`src/rtl/flop_cells.sv`:
```
// flop_cells: the storage primitives used by the reset controllers.
//   - WIDTH plain rising-edge D flops with synchronous reset
//   - WIDTH D flops with per-lane asynchronous active-high set
//   - a four-stage reset-stretch chain (two async-set stages, then two plain)
// Set always wins over reset and data. Synchronous reset clears every stage
// that is not being held by its set input.
module flop_cells #(
   parameter int WIDTH = 1
) (
   input  logic             clk,
   input  logic             reset,
   input  logic [WIDTH-1:0] d,
   output logic [WIDTH-1:0] q,
   input  logic [WIDTH-1:0] as_d,
   input  logic [WIDTH-1:0] as_set,
   output logic [WIDTH-1:0] as_q,
   input  logic             chain_set,
   output logic             chain_out
);

   // ------------------------------------------------------------------
   // Plain lanes
   // ------------------------------------------------------------------
   logic [WIDTH-1:0] q_reg;

   // Plain D flops: reset clears, otherwise capture d.
   always_ff @(posedge clk) begin
      if (reset) begin
         q_reg <= '0;
      end else begin
         q_reg <= d;
      end
   end

   assign q = q_reg;

   // ------------------------------------------------------------------
   // Async-set lanes: each lane has its own set, so each gets its own
   // process with its own set event.
   // ------------------------------------------------------------------
   for (genvar gi = 0; gi < WIDTH; gi++) begin : g_as_lane
      logic lane_set;
      logic lane_q_reg;

      assign lane_set = as_set[gi];

      // Set forces 1 immediately and holds it; on a clock edge with set
      // low the flop resets or captures its data.
      always_ff @(posedge clk or posedge lane_set) begin
         if (lane_set) begin
            lane_q_reg <= 1'b1;
         end else if (reset) begin
            lane_q_reg <= 1'b0;
         end else begin
            lane_q_reg <= as_d[gi];
         end
      end

      assign as_q[gi] = lane_q_reg;
   end

   // ------------------------------------------------------------------
   // Reset-stretch chain. Stage 1 has D tied low, so once chain_set falls
   // it drains a single 1 through stages 2..4; stage 2 being set as well
   // guarantees the output stays high for at least two cycles even for a
   // sub-cycle set pulse.
   // ------------------------------------------------------------------
   logic s1_reg;
   logic s2_reg;
   logic s3_reg;
   logic s4_reg;

   // Stage 1: async set, D tied to 0.
   always_ff @(posedge clk or posedge chain_set) begin
      if (chain_set) begin
         s1_reg <= 1'b1;
      end else begin
         // Reset and data both yield 0 here.
         s1_reg <= 1'b0;
      end
   end

   // Stage 2: async set, D = stage 1.
   always_ff @(posedge clk or posedge chain_set) begin
      if (chain_set) begin
         s2_reg <= 1'b1;
      end else if (reset) begin
         s2_reg <= 1'b0;
      end else begin
         s2_reg <= s1_reg;
      end
   end

   // Stages 3 and 4: plain synchronous flops completing the stretch.
   always_ff @(posedge clk) begin
      if (reset) begin
         s3_reg <= 1'b0;
         s4_reg <= 1'b0;
      end else begin
         s3_reg <= s2_reg;
         s4_reg <= s3_reg;
      end
   end

   assign chain_out = s4_reg;

endmodule

```
`config.mk`:
```
export PLATFORM = sky130hd
export DESIGN_NAME = flop_cells
export DESIGN_NICKNAME = d
export VERILOG_FILES = /design/src/rtl/flop_cells.sv
export SDC_FILE = /design/constraint.sdc
export NUM_CORES = 1
export LEC_CHECK = 0
export BUFFER_PORTS_ARGS = -buffer_cell sky130_fd_sc_hd__buf_4
export CAP_MARGIN = 5
export CORE_AREA = 2 2 39 41
export DETAILED_ROUTE_END_ITERATION = 10
export DIE_AREA = 0 0 41 43
export PLACE_DENSITY = 0.34
export SYNTH_ARGS = -nofsm -noshare
export SYNTH_HDL_FRONTEND = slang
export SYNTH_SLANG_ARGS = --single-unit
```
`constraint.sdc`:
```
create_clock -name clk -period 1.2 [get_ports clk]
set_input_delay 0.24 -clock clk [delete_from_list [all_inputs] [get_ports clk]]
set_output_delay 0.24 -clock clk [all_outputs]
set_load 0.05 [all_outputs]
```
==> flow_summary.toml <==
[clock_tree]
clk_latency_ps = 250
clkTransAtPathRegs_ps = 50
cts_htree_levels = 1
cts_buffers = 3
cts_tree = "built"
cts-root-buf = "clkbuf_4"
clockBufferDepth = 2
cts_sinks = 6

[worst_setup_path]
critPathBufInv = 1
end_kind = "output pin"
critical_path_class = "reg -> out"
cp_data_arrival_time_ps = 910
critPathRequiredTime_ps = 960
crit_family = "flip-flops"
rr_worst_depth = 1
cpPeakStageDelay_ps = 520
cp-start-kind = "register"
ff2ff_setup_slack_ps = 510
r2r_start = "s1_reg$_DFF_PP1_"
slowest_stage = "dfstp_2"
cp.depth = 1
path_max_fanout = 1
crit_chain = "buf_6"
cp-startpoint = "as_q$_DFF_PP1_"

[floorplan]
die-height_um = 43
rows = 14
fp.coreArea_um2 = 1380
io_pins = 9
die_x_um = 41
fp.dieArea_um2 = 1760
initial_utilization_pct = 13.1

[power_and_ir_drop]
power.density_nw_per_um2 = 1550
ir_drop_mv = 0.623
power.leakage_nw = 0.141

[job]
maxCapViolations = 0

[timing]
hold_viol_final = 0
period_share_pct = 95.8
rsz0062_at_grt = "false"
setup_viol = 0
fmax_mhz = 869
slew_violations = 0
fin_setup_tns_ps = 0
finClkSkew_ps = 3.96
min_period_ps = 1150

[finish]
antenna_cells = 0
final_core_util_pct = 21.8
area_growth_pct = 66.2
finalNetCount = 34
drive_above_1_share_pct = 51.9

[global_route]
overflow = 0
grt_usage_pct = 5.05
grt_max_degree = 6
grt_antenna_before_repair = 0
grt_pass1_wl_um = 476
grt_pass1_vias = 113

[logic_synthesis]
synth-seq-cells = 6
syn_inst = 14
syn_avg_cell_area_um2 = 13.0
mappedNetlistNets = 20
ys_types = 5
ys_seq_area_share_pct = 76.6
syn_area_um2 = 181
synth_warnings = 0

[place]
port_buffers = 8
place_congestion = 0.526

[run_status]
status = "completed"

[routing]
vias = 126
routedWlPerCell_um = 7.12
vias_per_cell = 2.93
wirelength_um = 306
drt_iter0_markers = 2
firstDrtPassIters = 2
ant_nets = 0
drc_errors = 0

[hold_path]
hp-class = "in -> async"
-- layout by cell type, fill, tap and decap left out --
cell type / n
dlygate4sd3_1: 1
dfstp_2: 3
dfxtp_1: 3
nor2b_1: 5
buf_4: 7
clkbuf_4: 3
conb_1: 1
buf_6: 1
clkbuf_1: 1
inv_1: 2
-- kinds of logic after synthesis --
family	Yosys count	share of synthesized area [%]
buffers and inverters	2	4.14
DFF	6	76.6
other	1	2.07
and+or+nand+nor	5	17.2
-- where the power goes --
| group | leakage, nW | switching [mW] | internal, mW |
|---|---|---|---|
| sequential | 0.0561 | 0.00216 | 0.215 |
| combinational | 0.0697 | 0.0251 | 0.0232 |
| clock | 0.0150 | 0.0759 | 0.126 |
-- metrics by stage --
stage          hold WS, ps  std cells  instance area, µm²  setup slack (ps)  total power [mW]
2_1_floorplan          130         14                 181               304             0.243
6_report              17.3         43                 302              49.8             0.467
3_5_place_dp           255         38                 262               277             0.265
4_1_cts               5.46         43                 298              6.96             0.480
3_3_place_gp           247         38                 262               284             0.263
5_1_grt               9.47         43                 302              23.0             0.499
-- layer usage --
layer / vias up / routed length (µm) / GRT usage, %
met5: - / 0 / 0
met4: 0 / 0 / 4.00
met3: 0 / 70 / 7.85
met2: 11 / 109 / 5.00
met1: 52 / 126 / 4.25
li1: 63 / - / -
-- worst paths after layout --
kind                                   endpoint
max in group asynchronous        as_q$_DFF_PP1_
max reg2reg                    s2_reg$_DFF_PP1_
min reg2reg                chain_out$_SDFF_PP0_
max                                        as_q
min                            s2_reg$_DFF_PP1_
min in group clk               s2_reg$_DFF_PP1_
-- repair_timing --
item                                   CTS  global route
hold buffers                             1             0
endpoints found under the hold margin    1             0
setup endpoints to repair                0             1
setup buffers                            0             0
resized for setup                        0             1
-- layout make-up --
class / count / area (µm²)
clock buffers: 4 / 26.3
fillers: 154 / 1080
inverters: 2 / 7.51
multi-input cells: 6 / 35.0
flip-flops and latches: 6 / 139
well taps: 16 / 20.0
repair buffers: 9 / 73.8
-- cell usage after synthesis --
cell	count	share of area, %
inv_1	2	4.1
conb_1	1	2.1
nor2b_1	5	17
dfstp_2	3	43
dfxtp_1	3	33
No activity file was read; power rests on OpenSTA's default activity.
